--- src/rtl/light_adc_sampler_pkg.sv ---
`default_nettype none
// ============================================================================
// light_adc_sampler_pkg
// MCP3002 framing constants and the SPI sequencer state encoding.
// Revision: 1.0
// ============================================================================
package light_adc_sampler_pkg;

    localparam logic CFG_START    = 1'b1;
    localparam logic CFG_SGL      = 1'b1;
    localparam logic CFG_MSBF     = 1'b1;
    localparam int   NULL_BIT_IDX = 4;
    localparam int   FRAME_BITS   = 15;

    typedef enum logic [1:0] {
        ST_IDLE  = 2'd0,
        ST_SETUP = 2'd1,
        ST_SHIFT = 2'd2,
        ST_GAP   = 2'd3
    } state_t;

    // Command word presented on din, one bit per SCLK period; zero after MSBF.
    function automatic logic cfg_bit(input logic [3:0] idx, input logic odd);
        case (idx)
            4'd0:    cfg_bit = CFG_START;
            4'd1:    cfg_bit = CFG_SGL;
            4'd2:    cfg_bit = odd;
            4'd3:    cfg_bit = CFG_MSBF;
            default: cfg_bit = 1'b0;
        endcase
    endfunction

endpackage
`default_nettype wire

--- src/rtl/light_adc_sampler_avg_filter.sv ---
`default_nettype none
// ============================================================================
// light_avg_filter
// Sliding-window mean over the last 2**AVG_LOG2 samples (ring buffer + running sum).
// Revision: 1.0
// ============================================================================
module light_avg_filter #(
    parameter int DATA_W   = 10,
    parameter int AVG_LOG2 = 2
) (
    input  logic              clk,
    input  logic              rstn,
    input  logic              clear,
    input  logic              in_valid,
    input  logic [DATA_W-1:0] in_data,
    output logic [DATA_W-1:0] level,
    output logic              level_valid
);

    localparam int N      = 1 << AVG_LOG2;
    localparam int PTR_W  = (AVG_LOG2 > 0) ? AVG_LOG2 : 1;
    localparam int SUM_W  = DATA_W + AVG_LOG2;
    localparam int FILL_W = AVG_LOG2 + 1;

    logic [DATA_W-1:0] ring [N];
    logic [PTR_W-1:0]  wr_ptr;
    logic [FILL_W-1:0] fill;
    logic [FILL_W-1:0] fill_nxt;
    logic [SUM_W-1:0]  sum;
    logic [SUM_W-1:0]  sum_nxt;
    logic              full_nxt;

    // The oldest entry is always part of sum, so the subtraction cannot underflow.
    assign sum_nxt  = sum + SUM_W'(in_data) - SUM_W'(ring[wr_ptr]);
    assign fill_nxt = (fill == FILL_W'(N)) ? fill : fill + 1'b1;
    assign full_nxt = (fill_nxt == FILL_W'(N));

    always_ff @(posedge clk) begin
        if (!rstn || clear) begin
            sum    <= '0;
            fill   <= '0;
            wr_ptr <= '0;
            for (int i = 0; i < N; i++) begin
                ring[i] <= '0;
            end
        end else if (in_valid) begin
            sum          <= sum_nxt;
            fill         <= fill_nxt;
            ring[wr_ptr] <= in_data;
            wr_ptr       <= (wr_ptr == PTR_W'(N - 1)) ? '0 : wr_ptr + 1'b1;
        end
    end

    // Level survives a clear; only reset forces it back to zero.
    always_ff @(posedge clk) begin
        if (!rstn) begin
            level       <= '0;
            level_valid <= 1'b0;
        end else begin
            level_valid <= 1'b0;
            if (in_valid && !clear && full_nxt) begin
                level       <= sum_nxt[SUM_W-1:AVG_LOG2];
                level_valid <= 1'b1;
            end
        end
    end

endmodule
`default_nettype wire

--- src/rtl/light_adc_sampler.sv ---
`default_nettype none
// ============================================================================
// light_adc_sampler
// MCP3002 SPI master with continuous conversion and a windowed-mean light level.
// Revision: 1.0
// ============================================================================
module light_adc_sampler #(
    parameter int SCLK_DIV  = 10000,
    parameter int FRAME_GAP = 2,
    parameter int AVG_LOG2  = 2,
    parameter int DATA_W    = 10
) (
    input  logic              clk,
    input  logic              rstn,
    input  logic              enable,
    input  logic              channel,
    input  logic              adc_dout,
    output logic              adc_cs,
    output logic              adc_sclk,
    output logic              adc_din,
    output logic [DATA_W-1:0] sample,
    output logic              sample_valid,
    output logic [DATA_W-1:0] light_level,
    output logic              level_valid
);

    import light_adc_sampler_pkg::*;

    localparam int         TICK_W     = (SCLK_DIV > 1) ? $clog2(SCLK_DIV) : 1;
    localparam int         GAP_TICKS  = 2 * FRAME_GAP;
    localparam int         GAP_W      = $clog2(GAP_TICKS + 1);
    localparam logic [3:0] LAST_BIT   = 4'(FRAME_BITS - 1);
    localparam logic [3:0] FIRST_DATA = 4'(NULL_BIT_IDX + 1);

    logic [TICK_W-1:0] tick_cnt;
    logic              tick;

    state_t            state, state_nxt;
    logic              cs_nxt, sclk_nxt, din_nxt;
    logic [3:0]        bit_idx, bit_idx_nxt;
    logic [GAP_W-1:0]  gap_cnt, gap_cnt_nxt;
    logic [DATA_W-1:0] result, result_nxt;
    logic [DATA_W-1:0] sample_nxt;
    logic              sample_valid_nxt;
    logic              chan_lat, chan_lat_nxt;
    logic              frame_start;

    assign tick = enable && (tick_cnt == TICK_W'(SCLK_DIV - 1));

    always_ff @(posedge clk) begin
        if (!rstn || !enable) begin
            tick_cnt <= '0;
        end else if (tick) begin
            tick_cnt <= '0;
        end else begin
            tick_cnt <= tick_cnt + 1'b1;
        end
    end

    assign frame_start = (state == ST_IDLE) ||
                         ((state == ST_GAP) && (gap_cnt == GAP_W'(GAP_TICKS - 1)));

    always_ff @(posedge clk) begin
        if (!rstn) begin
            state        <= ST_IDLE;
            adc_cs       <= 1'b1;
            adc_sclk     <= 1'b0;
            adc_din      <= 1'b0;
            bit_idx      <= '0;
            gap_cnt      <= '0;
            result       <= '0;
            sample       <= '0;
            sample_valid <= 1'b0;
            chan_lat     <= 1'b0;
        end else begin
            state        <= state_nxt;
            adc_cs       <= cs_nxt;
            adc_sclk     <= sclk_nxt;
            adc_din      <= din_nxt;
            bit_idx      <= bit_idx_nxt;
            gap_cnt      <= gap_cnt_nxt;
            result       <= result_nxt;
            sample       <= sample_nxt;
            sample_valid <= sample_valid_nxt;
            chan_lat     <= chan_lat_nxt;
        end
    end

    always_comb begin
        state_nxt        = state;
        cs_nxt           = adc_cs;
        sclk_nxt         = adc_sclk;
        din_nxt          = adc_din;
        bit_idx_nxt      = bit_idx;
        gap_cnt_nxt      = gap_cnt;
        result_nxt       = result;
        sample_nxt       = sample;
        sample_valid_nxt = 1'b0;
        chan_lat_nxt     = chan_lat;

        if (!enable) begin
            // Abort: the partial frame is dropped without publishing a sample.
            state_nxt = ST_IDLE;
            cs_nxt    = 1'b1;
            sclk_nxt  = 1'b0;
            din_nxt   = 1'b0;
        end else if (tick) begin
            case (state)
                ST_IDLE, ST_GAP: begin
                    if (frame_start) begin
                        state_nxt    = ST_SETUP;
                        cs_nxt       = 1'b0;
                        din_nxt      = cfg_bit(4'd0, channel);
                        chan_lat_nxt = channel;
                        bit_idx_nxt  = '0;
                        result_nxt   = '0;
                    end else begin
                        gap_cnt_nxt = gap_cnt + 1'b1;
                    end
                end
                ST_SETUP: begin
                    state_nxt = ST_SHIFT;
                end
                ST_SHIFT: begin
                    if (!adc_sclk) begin
                        sclk_nxt = 1'b1;
                        if (bit_idx >= FIRST_DATA) begin
                            result_nxt = {result[DATA_W-2:0], adc_dout};
                        end
                    end else begin
                        sclk_nxt = 1'b0;
                        if (bit_idx == LAST_BIT) begin
                            state_nxt        = ST_GAP;
                            cs_nxt           = 1'b1;
                            din_nxt          = 1'b0;
                            gap_cnt_nxt      = '0;
                            sample_nxt       = result;
                            sample_valid_nxt = 1'b1;
                        end else begin
                            bit_idx_nxt = bit_idx + 4'd1;
                            din_nxt     = cfg_bit(bit_idx + 4'd1, chan_lat);
                        end
                    end
                end
                default: begin
                    state_nxt = ST_IDLE;
                    cs_nxt    = 1'b1;
                    sclk_nxt  = 1'b0;
                    din_nxt   = 1'b0;
                end
            endcase
        end
    end

    light_avg_filter #(
        .DATA_W   (DATA_W),
        .AVG_LOG2 (AVG_LOG2)
    ) u_filter (
        .clk         (clk),
        .rstn        (rstn),
        .clear       (!enable),
        .in_valid    (sample_valid),
        .in_data     (sample),
        .level       (light_level),
        .level_valid (level_valid)
    );

endmodule
`default_nettype wire

--- config.mk ---
export PLATFORM = sky130hd
export DESIGN_NAME = light_adc_sampler
export DESIGN_NICKNAME = d
export VERILOG_FILES = /design/src/rtl/light_adc_sampler_pkg.sv /design/src/rtl/light_adc_sampler_avg_filter.sv /design/src/rtl/light_adc_sampler.sv
export SDC_FILE = /design/constraint.sdc
export NUM_CORES = 1
export LEC_CHECK = 0
export CAP_MARGIN = 25
export CORE_ASPECT_RATIO = 1.75
export CORE_MARGIN = 1.5
export CORE_UTILIZATION = 54
export CTS_CLUSTER_DIAMETER = 30
export DETAILED_ROUTE_END_ITERATION = 16
export GPL_TIMING_DRIVEN = 0
export PLACE_DENSITY = 0.87
export SLEW_MARGIN = 20
export SYNTH_ARGS = -nofsm -noshare
export SYNTH_HDL_FRONTEND = slang
export SYNTH_SLANG_ARGS = --single-unit
export TNS_END_PERCENT = 100
--- constraint.sdc ---
create_clock -name clk -period 3.5 [get_ports clk]
set_input_delay 0.525 -clock clk [delete_from_list [all_inputs] [get_ports clk]]
set_output_delay 0.525 -clock clk [all_outputs]
set_load 0.01 [all_outputs]
Word-level counts from Yosys, hierarchy flattened

Memory sizes are Yosys's and may differ from the RTL's. A register that Yosys moved wholly into a read port is not among the register bits.
Cells that the tools add are included.

Add/subtract/negate cells: 7
Magnitude comparators: 1
Eq/ne operators: 19
Mux-type cells: 40
Reduce and logical (&&, ||, !) cells: 26

Operators by type and width:

| kind                    | number |
|---|---|
| $mux W10                | 4 |
| $pmux W10 S2            | 1 |
| $reduce_and A6 Y1       | 3 |
| $mux W1                 | 15 |
| $reduce_and A5 Y1       | 3 |
| $add A14 B1 Y14 const B | 1 |
| $eq A14 B14 Y1 const B  | 1 |
| $mux W2                 | 7 |
| $ne A2 B2 Y1 const B    | 7 |
| $add A12 B10 Y12        | 1 |
| $mux W3                 | 4 |
| $mux W4                 | 3 |
| $reduce_and A4 Y1       | 3 |
| $sub A12 B10 Y12        | 1 |
| $reduce_or A10 Y1       | 1 |
| $eq A4 B2 Y1 const B    | 2 |
| $pmux W4 S2             | 1 |
| $add A3 B1 Y3 const B   | 2 |
| $eq A2 B2 Y1 const B    | 3 |
| $eq A3 B3 Y1 const B    | 2 |
| $pmux W1 S2             | 3 |
| $pmux W2 S3             | 1 |
| $pmux W3 S2             | 1 |
| $add A4 B1 Y4 const B   | 1 |
| 15 further kinds        | 22 |

Flip-flop bits (word level): 76
Memory bits (writable): 40
Input bits: 5
Output and inout bits: 25
Word-level logic and storage cells: 110
Memories kept: 1

Memories:

| name          | words | width | read ports | clocked after memory_dff | write ports | line                               | RTL |
|---|---|---|---|---|---|---|---|
| u_filter.ring | 4     | 10    | 1          | 1                        | 4           | light_adc_sampler_avg_filter.sv:25 | `logic [DATA_W-1:0] ring [N];` |

Longest topological paths before layout

Depth in word-level cells: 7
Gate-level depth with buffers: 13
Depth with buffers taken out: 12

Hierarchy

Synthesis repeated with hierarchy kept, for this count alone.

Cell total of the unflattened synthesis: 607
Area, all modules: 6120.9 sq um

Modules (own cells, without submodules):

| module            | times used | cells an instance | area each (sq um) | seq. area each (sq um) |
|---|---|---|---|---|
| light_avg_filter  | 1          | 339               | 3708.6            | 1801.7 |
| light_adc_sampler | 1          | 268               | 2412.3            | 960.9 |

Worst setup path before layout

Ideal clock, no wire load.

Kind: register -> register
From: reg (tool-made name)
To: reg u_filter.sum[11]
Library setup time: 72 ps
Arrival: 3248 ps
Data required time: 3428 ps
Path slack: 180 ps
Cell stages (with the launch flop): 12
Path buffers: 1
Clock period less this slack: 3320 ps
Cell sequence: dfxtp_1 buf_2 mux4_2 fa_1 inv_1 ha_1 a211oi_2 nor2_1 o311a_1 a211oi_2 mux2i_1 mux2i_1

RTL lines:

| item                 | line                               | RTL |
|---|---|---|
| end signal, assigned | light_adc_sampler_avg_filter.sv:47 | `sum <= sum_nxt;` |
| end, declared        | light_adc_sampler_avg_filter.sv:29 | `logic [SUM_W-1:0] sum;` |

==> flow_summary_export.csv <==
group,metric,value,unit
outcome,status,"finished with violations",
outcome,violations,"negative setup slack",
layout,final_cell_mix,"dfxtp_1, nor2_1, inv_1",
setup_path,r2r_cells,11,
pwr,p_leak,2.682,nW
flow_run,drv_cap,0,
synth,async_flop_share,0,%
global_routing,grt_use_total,26.21,%
clock_tree,cts.sinks,118,
setup_path,endpoint,"u_filter.sum[11]",
setup_path,rr_endpoint,"u_filter.sum[11]",
die,pin_count,30,
synth,avgSynthCellArea,9.894,µm²
setup_path,path_cells,"buf_8, mux4_2, fa_1, inv_2, ha_4, a211oi_4, nor2_2, o311a_1, a211oi_2, mux2i_1, mux2i_1",
timing,postLayoutSetupSlackWorst,-15.75,ps
timing,fin_crit,3516,ps
layout,final_layout_size_suffix_gt1_share,10.88,%
setup_path,worst_setup_path_end_kind,"register",
timing,slew_viol_final,0,
synth,ys_seq_area_share,46.23,%
routing,drt_iter0_drc,292,
timing,max_slew_margin,49.54,%
setup_path,cp_common_cell,"mux2i_1",
die,start_util,55.53,%
layout,layout_commonest_cell,"dfxtp_1",
routing,detail-route-antenna-nets,0,
hold_path,hp-start,"u_filter.level[5]",
layout,fin_nets,703,
die,design.core.area,10760,µm²
global_routing,grt_max_degree,17,
setup_path,critPathSlowestCell,"fa_1",
synth,ys_ff_latch,118,
timing,fin_skew,6.349,ps
hold_path,hold_class,"reg -> reg",
clock_tree,clk_path_buf_depth,2,
clock_tree,clk_latency,420,ps
timing,hold_violations,0,
clock_tree,cts_max_level,4,
layout,area_delta_synth_final,18.89,%
clock_tree,cts_tree,"built",
global_routing,grt_first_pass_wirelength,22730,µm
synth,synth_cell_types,59,
clock_tree,clkTransAtPathRegs,50,ps
timing,fin_crit_sh,100.4,%
place,hpwl,9836,µm
synth,synth_edf_count,40,
setup_path,startpoint_type,"register",
timing,holdWs,455.8,ps
synth,synth_ff_type,"dfxtp_1",
synth,synthCells,604,
global_routing,grt_overflow,0,
place,port_buffers,29,
place,place.gp.congestion,0.9370,
global_routing,antenna_found_initial,0,
pwr,peakVddDrop,0.0005073,V
routing,wl,14050,µm
setup_path,arrival,3850,ps
routing,route.vias.total,4666,
setup_path,critPathRequiredTime,3830,ps
synth,syn-num-nets,649,
routing,drc,0,
place,dpl_worst_slack,-202.0,ps
timing,tightest_slew,756.9,ps
synth,synth_area,5976,µm²
timing,finalSetupViolCount,1,
setup_path,reg2reg_slack,-20,ps
setup_path,crit_type,"reg -> reg",
routing,routedWlPerCell,17.53,µm
global_routing,grt_pass1_vias,4786,
setup_path,critPathMaxStageDelay,550,ps
layout,insertedDiodeCount,0,
routing,drtPass1Iterations,5,
synth,yosys_warnings,0,
timing,fmax,284.4,MHz
timing,rsz0062_at_grt,"yes",
die,die_y,142.2,µm
clock_tree,cts_hold_buf,0,
die,die_w,82.52,µm
clock_tree,cts_root_buf,"clkbuf_16",
routing,avgViaCountPerCell,5.825,
setup_path,path_max_fanout,7,
die,die-area,11730,µm²
die,num_rows,50,
clock_tree,cts-buffers-inserted,17,
pwr,powerDensity,456.6,nW/µm²
## routing by layer
layer	GRT usage, %	vias to the layer above	share of wire, %
met5	0	-	0
met4	14.12	0	3.9
met3	5.897	42	4.0
met2	48.35	147	57
met1	25.89	2273	36
li1	-	2204	-
## logic make-up after synthesis
family          count (synthesis)  share of synthesized area, %
compound gates                 81                         8.773
xor+xnor                       18                         2.638
fa+ha+maj                      40                         9.631
buf+inv                        84                         5.528
flops                         118                         46.23
mux                            33                         7.642
simple gates                  230                         19.56
## worst max-delay path, delay by kind of cell, from the launching register on
kind,cells,cell delay (ps)
buffers and inverters,2,200
adder cells (fa/ha/maj),2,800
AO/OA/AOI/OAI,3,970
flip-flops,1,340
multiplexers,3,1050
AND/OR/NAND/NOR,1,80
## power by group
| group | internal, W | switching, W | leakage (nW) | total, W |
|---|---|---|---|---|
| sequential | 0.00144 | 0.00000912 | 1.06 | 0.00145 |
| combinational | 0.0000448 | 0.0000762 | 1.34 | 0.000121 |
| clock | 0.00103 | 0.000640 | 0.275 | 0.00167 |
## synth_stat cells (all sizes together), types with 5 or more instances
cell type  instances  area, µm²
nor3              12      65.06
and2              24      150.1
fa                10      200.2
nand2b             9      56.30
o21ai              9      45.04
xnor2              9      78.83
mux2i             22      220.2
nand3             16      80.08
dfxtp             78       1562
ha                30      375.4
a21oi             35      178.9
nand2             51      198.9
nor4               9      56.30
nand4             12      75.07
xor2               9      78.83
o22ai              7      43.79
or3                6      37.54
clkbuf            18      68.81
inv               57      214.0
buf                8      43.79
edfxtp            40       1201
a211oi             5      47.54
mux4              10      225.2
nor2              66      247.7
## cell type report
type	instances	area, µm²
sequential	118	2765
multi-input combinational	402	2928
inverter	58	217.7
clock buffer	21	471.7
clock inverter	11	97.59
timing repair buffer	36	342.8
tap	130	162.7
fill	778	3656
buffer	25	118.9
## stage by stage
| stage | cell area [µm²] | std cells | total power, W | utilization (%) | setup TNS [ps] |
|---|---|---|---|---|---|
| 2_1_floorplan | 5976 | 604 | 0.001547 | - | 0 |
| 3_3_place_gp | 6429 | 763 | 0.001578 | 59.74 | -196.6 |
| 3_5_place_dp | 6429 | 763 | 0.001584 | 59.74 | -533.3 |
| 4_1_cts | 7030 | 798 | 0.003234 | 65.34 | 0 |
| 5_1_grt | 7104 | 801 | 0.003318 | 66.02 | -59.51 |
| 6_report | 7104 | 801 | 0.003244 | 66.02 | -15.75 |
## sequential cells by signal, summed over array words and instances, names as in the netlist, 2 cells and up, named ones only
name / count
u_filter.fill: 3
state: 2
sample: 10
result: 10
bit_idx: 4
u_filter.sum: 12
u_filter.ring: 40
tick_cnt: 14
u_filter.wr_ptr: 2
gap_cnt: 3
u_filter.level: 10
## what timing repair did
| action | CTS | global route |
|---|---|---|
| pin swaps | 1 | 4 |
| buffers inserted | 4 | 3 |
| resized for setup | 2 | 16 |
| endpoints found under the setup margin | 8 | 7 |
## worst min path at each step
| stage | endpoint | depth (start not counted) |
|---|---|---|
| CTS | result[9] | 2 |
| global route | result[9] | 2 |
| floorplan | tick_cnt[0] | 1 |
| detailed placement | result[9] | 2 |
| finish | u_filter.level[5] | 2 |
| global placement | tick_cnt[0] | 1 |
(Power assumes the default switching activity.)
